## src/rtl/glb_bank_sram_arbiter.sv

```systemverilog
// glb_bank_sram_arbiter
//
// Shares one GLB bank SRAM between two requesters. Port 0 is the
// processor/config side and port 1 is the stream/DMA side. At most one
// access is granted per cycle. The SRAM pin drive is registered, and read
// data coming back from the SRAM is routed to the port that issued the
// read, in issue order.
//
// Ports
//   clk, reset          clock; synchronous active-high reset
//   cfg_fixed_prio      0 = round-robin on contention, 1 = port 0 always wins
//   pN_req_valid/ready  request handshake (ready is the combinational grant)
//   pN_req_wr_en        1 = write, 0 = read
//   pN_req_addr/data    word address / write data
//   pN_req_strb         active-high write byte enables
//   pN_rd_valid/data    read response (no backpressure)
//   sram_ceb/web        active-low chip / write enable (registered)
//   sram_addr/d         SRAM address / write data (held while idle)
//   sram_bweb           active-low bit write enable
//   sram_q              SRAM read data, valid SRAM_RD_LATENCY cycles after the pins

module glb_bank_sram_arbiter #(
  parameter int DATA_WIDTH      = 64,
  parameter int ADDR_WIDTH      = 14,
  parameter int SRAM_RD_LATENCY = 3
) (
  input  logic                    clk,
  input  logic                    reset,
  input  logic                    cfg_fixed_prio,

  input  logic                    p0_req_valid,
  output logic                    p0_req_ready,
  input  logic                    p0_req_wr_en,
  input  logic [ADDR_WIDTH-1:0]   p0_req_addr,
  input  logic [DATA_WIDTH-1:0]   p0_req_data,
  input  logic [DATA_WIDTH/8-1:0] p0_req_strb,
  output logic                    p0_rd_valid,
  output logic [DATA_WIDTH-1:0]   p0_rd_data,

  input  logic                    p1_req_valid,
  output logic                    p1_req_ready,
  input  logic                    p1_req_wr_en,
  input  logic [ADDR_WIDTH-1:0]   p1_req_addr,
  input  logic [DATA_WIDTH-1:0]   p1_req_data,
  input  logic [DATA_WIDTH/8-1:0] p1_req_strb,
  output logic                    p1_rd_valid,
  output logic [DATA_WIDTH-1:0]   p1_rd_data,

  output logic                    sram_ceb,
  output logic                    sram_web,
  output logic [ADDR_WIDTH-1:0]   sram_addr,
  output logic [DATA_WIDTH-1:0]   sram_bweb,
  output logic [DATA_WIDTH-1:0]   sram_d,
  input  logic [DATA_WIDTH-1:0]   sram_q
);

  localparam int STRB_WIDTH  = DATA_WIDTH / 8;
  // One stage for the registered pin drive plus the SRAM's own latency.
  localparam int TRACK_DEPTH = SRAM_RD_LATENCY + 1;

  typedef enum logic {
    PORT0 = 1'b0,
    PORT1 = 1'b1
  } port_e;

  port_e                   last_p;
  logic                    contended;
  logic                    grant0;
  logic                    grant1;
  logic                    any_grant;
  logic                    sel_wr;
  logic [ADDR_WIDTH-1:0]   sel_addr;
  logic [DATA_WIDTH-1:0]   sel_data;
  logic [STRB_WIDTH-1:0]   sel_strb;
  logic [DATA_WIDTH-1:0]   wr_bweb;
  logic                    rd_issue;
  logic [TRACK_DEPTH-1:0]  trk_valid;
  logic [TRACK_DEPTH-1:0]  trk_port;
  logic                    ret_valid;

  // Grant logic. last_p records the winner of the most recent contended
  // cycle, so round-robin gives the other port the win. Uncontended grants
  // leave last_p alone. Holding both grants low during reset keeps the
  // ready outputs at 0 while reset is asserted.
  always_comb begin
    contended = p0_req_valid && p1_req_valid;
    grant0    = 1'b0;
    grant1    = 1'b0;
    if (!reset) begin
      if (contended) begin
        if (cfg_fixed_prio || (last_p == PORT1)) begin
          grant0 = 1'b1;
        end else begin
          grant1 = 1'b1;
        end
      end else begin
        grant0 = p0_req_valid;
        grant1 = p1_req_valid;
      end
    end
  end

  assign p0_req_ready = grant0;
  assign p1_req_ready = grant1;
  assign any_grant    = grant0 || grant1;

  // Select the granted request's fields and expand the byte strobes into
  // active-low bit enables.
  always_comb begin
    sel_wr   = grant1 ? p1_req_wr_en : p0_req_wr_en;
    sel_addr = grant1 ? p1_req_addr  : p0_req_addr;
    sel_data = grant1 ? p1_req_data  : p0_req_data;
    sel_strb = grant1 ? p1_req_strb  : p0_req_strb;
    wr_bweb  = '1;
    for (int b = 0; b < STRB_WIDTH; b++) begin
      wr_bweb[8*b +: 8] = {8{~sel_strb[b]}};
    end
  end

  assign rd_issue = any_grant && !sel_wr;

  always_ff @(posedge clk) begin
    if (reset) begin
      last_p    <= PORT1;
      sram_ceb  <= 1'b1;
      sram_web  <= 1'b1;
      sram_bweb <= '1;
      sram_addr <= '0;
      sram_d    <= '0;
      trk_valid <= '0;
      trk_port  <= '0;
    end else begin
      if (contended) begin
        last_p <= grant1 ? PORT1 : PORT0;
      end
      // The tracking pipe mirrors the SRAM pipeline. Entry 0 lines up with
      // the registered pin drive, and the last entry lines up with sram_q.
      trk_valid <= {trk_valid[TRACK_DEPTH-2:0], rd_issue};
      trk_port  <= {trk_port[TRACK_DEPTH-2:0], grant1};
      if (any_grant) begin
        sram_ceb  <= 1'b0;
        sram_web  <= ~sel_wr;
        sram_addr <= sel_addr;
        if (sel_wr) begin
          sram_bweb <= wr_bweb;
          sram_d    <= sel_data;
        end else begin
          sram_bweb <= '1;
        end
      end else begin
        // The address and data buses hold their values to avoid needless
        // toggling on the macro pins.
        sram_ceb  <= 1'b1;
        sram_web  <= 1'b1;
        sram_bweb <= '1;
      end
    end
  end

  // Gating with reset drops a response that would otherwise land during a
  // reset cycle, before the tracking pipe is cleared.
  assign ret_valid   = trk_valid[TRACK_DEPTH-1] && !reset;
  assign p0_rd_valid = ret_valid && !trk_port[TRACK_DEPTH-1];
  assign p1_rd_valid = ret_valid &&  trk_port[TRACK_DEPTH-1];
  assign p0_rd_data  = p0_rd_valid ? sram_q : '0;
  assign p1_rd_data  = p1_rd_valid ? sram_q : '0;

endmodule

```

## config.mk

```make
export PLATFORM = sky130hd
export DESIGN_NAME = glb_bank_sram_arbiter
export DESIGN_NICKNAME = d
export VERILOG_FILES = /design/src/rtl/glb_bank_sram_arbiter.sv
export SDC_FILE = /design/constraint.sdc
export NUM_CORES = 1
export LEC_CHECK = 0
export CORE_AREA = 2 2 203 205
export DETAILED_ROUTE_END_ITERATION = 10
export DIE_AREA = 0 0 205 207
export GPL_TIMING_DRIVEN = 0
export PLACE_DENSITY = 0.41
export SLEW_MARGIN = 5
export SYNTH_ARGS = -nofsm -noshare
export SYNTH_HDL_FRONTEND = slang
export SYNTH_SLANG_ARGS = --single-unit
```

## constraint.sdc

```tcl
create_clock -name clk -period 2.8 [get_ports clk]
set_clock_uncertainty 0.15 [all_clocks]
set_input_delay 0.84 -clock clk [delete_from_list [all_inputs] [get_ports clk]]
set_output_delay 0.84 -clock clk [all_outputs]
set_load 0.02 [all_outputs]
```

Word level (Yosys, flattened, before mapping). Cells that the tools add are included.

Bits in latches: 0. Bits of input ports: 243. Word-level logic and storage cells: 45. Bits in registers: 146. Memory bits (read-only): 0. RAM bits: 0. Output and inout port bits: 276. Memories kept: 0.

$add $sub $neg: 0. Reductions and logical operators: 13. Divide/modulo/power cells: 0. Bitwise logic cells: 10. Order comparisons: 0. Multipliers: 0. Multiplexer cells: 14. Shift operators: 0. Equal/unequal tests: 0.

Operators by type and width (count): 2-to-1 mux 64 bit (3); 2-to-1 mux 14 bit (1); NOT 1 bit (10); 2-to-1 mux 1 bit (9); 2-to-1 mux 8 bit (1); logical AND 1 bit (5); zero test 1 bit (3); OR reduction 3 bit (1); logical OR 1 bit (2); AND reduction 2 bit (1); OR reduction 2 bit (1).

Longest topological paths before layout.
Word-level depth: 7. Gate-level depth with buffers: 7. Depth with buffers taken out: 4.

Worst setup path after synthesis. Ideal clock, no wire load.

Path type: input to output. From: in p0_req_valid. To: out p1_req_ready. Stages: 6. Path buffers: 4. Arrival: 1.864 ns. Path slack: -0.054 ns. Data required time: 1.810 ns. Cells stage by stage: buf_2 o21a_1 buf_2 buf_2 buf_2 nor2_1.

Cells in the longest elaborated chain, start to end: 3.

RTL lines: from (decl) (RTL line 31) `input logic p0_req_valid,`; logical AND 1 bit (RTL line 86) `contended = p0_req_valid && p1_req_valid;`; 2-to-1 mux 1 bit (RTL line 90) `if (contended) begin`; 2-to-1 mux 1 bit (RTL line 89) `if (!reset) begin`; to (decl) (RTL line 41) `output logic p1_req_ready,`.

Every way passes these cells.

Final worst setup path.
From: in reset. To: out p1_rd_data[30].

Cells in the longest elaborated chain, start to end: 4.

RTL lines: from (decl) (RTL line 28) `input logic reset,`; zero test 1 bit (RTL line 162) `assign ret_valid = trk_valid[TRACK_DEPTH-1] && !reset;`; logical AND 1 bit (RTL line 162); logical AND 1 bit (RTL line 164) `assign p1_rd_valid = ret_valid && trk_port[TRACK_DEPTH-1];`; 2-to-1 mux 64 bit (RTL line 166) `assign p1_rd_data = p1_rd_valid ? sram_q : '0;`; to (decl) (RTL line 47) `output logic [DATA_WIDTH-1:0] p1_rd_data,`.

Every way passes these cells.

==> metrics.md <==
| Metric | Value |
|---|---|
| Outcome | `finished, violations left` |
| Failing checks | `setup timing` |
| Maximum buffer depth of the clock tree | `2` |
| Synth cell types | `32` |
| Number of global-route vias before repair | `~6800` |
| Final WS setup | `-0.0758 ns` |
| Syn. warnings | `0` |
| Yosys top cell area share | `between 30 and 40%` |
| Number of routed nets with antenna violations | `0` |
| CP Capture Point | `p1_rd_data[30]` |
| CP dominant cell by count | `buf_12` |
| # IOs | `519` |
| Required time of the critical path | `approximately 1.8 ns` |
| Final net count | `around 1400` |
| Rel. slew slack | `41.6%` |
| DP HPWL | `29.0 mm` |
| Peak VDD IR | `0.298 mV` |
| Slew @ Worst Pin | `0.871 ns` |
| First-pass DRT Iterations | `4` |
| Critical path arrival | `1.89 ns` |
| Total congestion overflow | `0` |
| R2r endpoint | `sram_addr[4]` |
| FMAX | `348 MHz` |
| Layout cells sized above 1 | `38.2%` |
| DRC viols | `0` |
| Die Wd | `205 µm` |
| Vias per cell | `3.96` |
| Commonest non-fill, non-tap cell in the layout | `clkdlybuf4s50_1` |
| Yosys top cell by area | `dfxtp_1` |
| Max H-tree Level | `3` |
| Drt total wl | `about 36 mm` |
| First-pass GRT wire length | `49.3 mm` |
| CP max stage cell | `and3_4` |
| CTS Buf Count | `9` |
| Port Buffers | `516` |
| Slew Viols, Final | `0` |
| GRT Overall Usage | `16.3%` |
| Min cycle time layout | `about 2.9 ns` |
| Crit path max fanout | `8` |
| CP endpoint kind | `primary output` |
| RSZ-0062 raised after global routing | `true` |
| P_leak | `4.97 nW` |
| Mapped cell area | `5370 µm²` |
| R2R Path Start | `last_p` |
| Routed len/inst | `22.0 µm` |
| Via count | `6540` |
| Startpoint types | `primary input` |
| Switching power | `around 1.3 mW` |
| Pwr Density | `roughly 340 nW/µm²` |
| FP Rows | `74` |
| Setup violators final | `100` |
| Most frequent cells in the layout | `clkdlybuf4s50_1 (382), buf_6 (123), dfxtp_1 (97)` |
| Die Y | `207 µm` |
| Largest net degree at the start of global routing | `20` |
| R2r setup slk | `0.73 ns` |
| TritonCTS clock tree | `built` |
| Final period util | `103%` |
| 1st-iter DRT viols | `about 240` |
| Worst Min Path Start | `trk_port[1]` |
| Post-Synthesis Net Count | `805` |
| Initial antenna violation count | `12` |
| Placed cell count | `1610` |
| Fin. Hold Viols | `0` |
| Crit path largest cell delay | `0.22 ns` |
| TritonCTS Sinks | `97` |
| Sequential share of the synthesized area | `36.2%` |
| Reg2reg path depth | `4` |
| #FFs+latches synth | `97` |
| Final cell count without fillers | `1652` |
| Type of the worst setup path | `primary input to primary output` |
| Area grow syn2layout | `130%` |
| Max_cap viols | `0` |
| Mean post-synth cell area | `about 9.6 µm²` |
| Hold slack | `0.295 ns` |
| Setup crit start | `reset` |
| Clk network pwr share | `31.2%` |
| Combinational power share | `~32%` |
| Worst min path class | `flop to flop` |
| Clk root buf | `clkbuf_16` |
| Cell internal pwr | `2.96 mW` |
| Gpl congestion | `0.796` |
| Die area | `42400 µm²` |
| Core ar. | `approximately 40000 µm²` |
| Switch share | `30.3%` |
| Cell count after synthesis | `562` |
| Clk Latency, worst-skew pair | `0.37 ns` |
| Dominant cells by area after synthesis | `dfxtp_1 (36%), and2_1 (15%), o221a_2 (13%)` |
| Crit-path cells | `buf_12 > buf_12 > clkinv_8 > and3_4 > buf_12 > clkbuf_8 > and2_1 > buf_6` |
| Seq pwr share | `~37%` |
| Initial Util | `between 10% and 20%` |
| Clk slew on worst S/H paths | `0.08 ns` |
state kept, by name (all words and copies together) (netlist names):
signal,count
sram_ceb,1
trk_port,4
sram_web,1
sram_d,64
sram_addr,14
trk_valid,4
sram_bweb,8
last_p,1
cells by family (layout without fill, tap and decap cells):
logic type | Yosys count | in the layout | synth area share, %
AO/OA/AOI/OAI | 191 | 191 | 31.7
buffers and inverters | 119 | 672 | 14.3
flip-flops | 97 | 97 | 36.2
multiplexers | 1 | 1 | 0.186
other | 0 | 5 | 0
AND/OR/NAND/NOR | 154 | 154 | 17.7
routing by layer:
layer  vias up  track usage [%]  share of wire, %
li1       3124                -                 -
met1      3021             15.0                32
met2       344             31.9                55
met3        47             6.34               9.6
met4         4             5.58               3.0
met5         -                0             0.071
worst min-delay path by stage:
| stage | depth (start not counted) | end | slack [ns] |
|---|---|---|---|
| final | 1 | trk_port[2] | 0.30 |
| after global routing | 1 | trk_port[2] | 0.31 |
| after CTS | 1 | trk_port[2] | 0.29 |
| after detailed placement | 1 | trk_port[2] | 0.28 |
| after global placement | 1 | trk_port[2] | 0.27 |
| after floorplan | 1 | trk_port[1] | 0.26 |
layout make-up:
type | instances | area [µm²]
multi-input cells | 346 | 2920
well taps | 532 | 666
plain buffers | 114 | 957
flip-flops and latches | 97 | 1940
clock inverters | 5 | 56.3
inverters | 2 | 20.0
repair buffers | 541 | 5580
clock buffers | 10 | 229
fillers | 4282 | 28000
diodes | 5 | 12.5
Yosys cell counts:
cell type and n:
nand2_1 3, and2_1 129, buf_1 2, and4_1 1
inv_2 1, nor2_1 4, clkbuf_1 39, buf_4 57
o21a_1 2, buf_6 13, nor3b_1 1, nand2_2 1
a41oi_1 11, a21oi_1 14, o21ai_0 23, o21ba_2 1
nor3_1 1, buf_2 6, o221a_2 64, a32oi_1 3
nor3_2 1, inv_1 1, a22oi_1 8, dfxtp_1 97
and3_1 2, nor2b_1 6, or2b_1 1, mux2i_1 1
nand3_1 3, o31a_1 64, o2bb2ai_4 1, or3b_1 1
critical path, delay by kind of cell:
family                 cells  cell delay [ns]
buffers and inverters      6             0.68
AND/OR/NAND/NOR            2             0.36
power by group through the flow:
stage,sequential (mW),combinational [mW],clock (mW)
floorplan,1.71,0.410,0
CTS,1.56,1.36,1.39
global placement,1.59,1.33,0
global route,1.57,1.44,1.43
detailed placement,1.59,1.33,0
finish,1.56,1.36,1.32
what timing repair did:
action | in CTS | in global routing
endpoints found under the hold margin | 0 | 0
endpoints found under the setup margin | 152 | 130
hold buffers | 0 | 0
resized for setup | 668 | 292
pin swaps | 4 | 30
buffers inserted | 11 | 1
cloned | 4 | 10
metrics by stage:
step | utilization, % | setup WS, ns | setup TNS (ns) | cell area (µm²) | power [mW]
after global placement | 27.8 | -2.11 | -249.17 | 11200 | 2.92
after floorplan | - | 0.0268 | 0 | 5370 | 2.11
after detailed placement | 27.8 | -2.12 | -250.37 | 11200 | 2.92
after global routing | 30.6 | -0.101 | -7.68 | 12400 | 4.44
final | 30.7 | -0.0758 | -4.18 | 12400 | 4.24
after CTS | 28.6 | -0.206 | -7.05 | 11600 | 4.31
No activity file was read; power rests on OpenSTA's default activity.
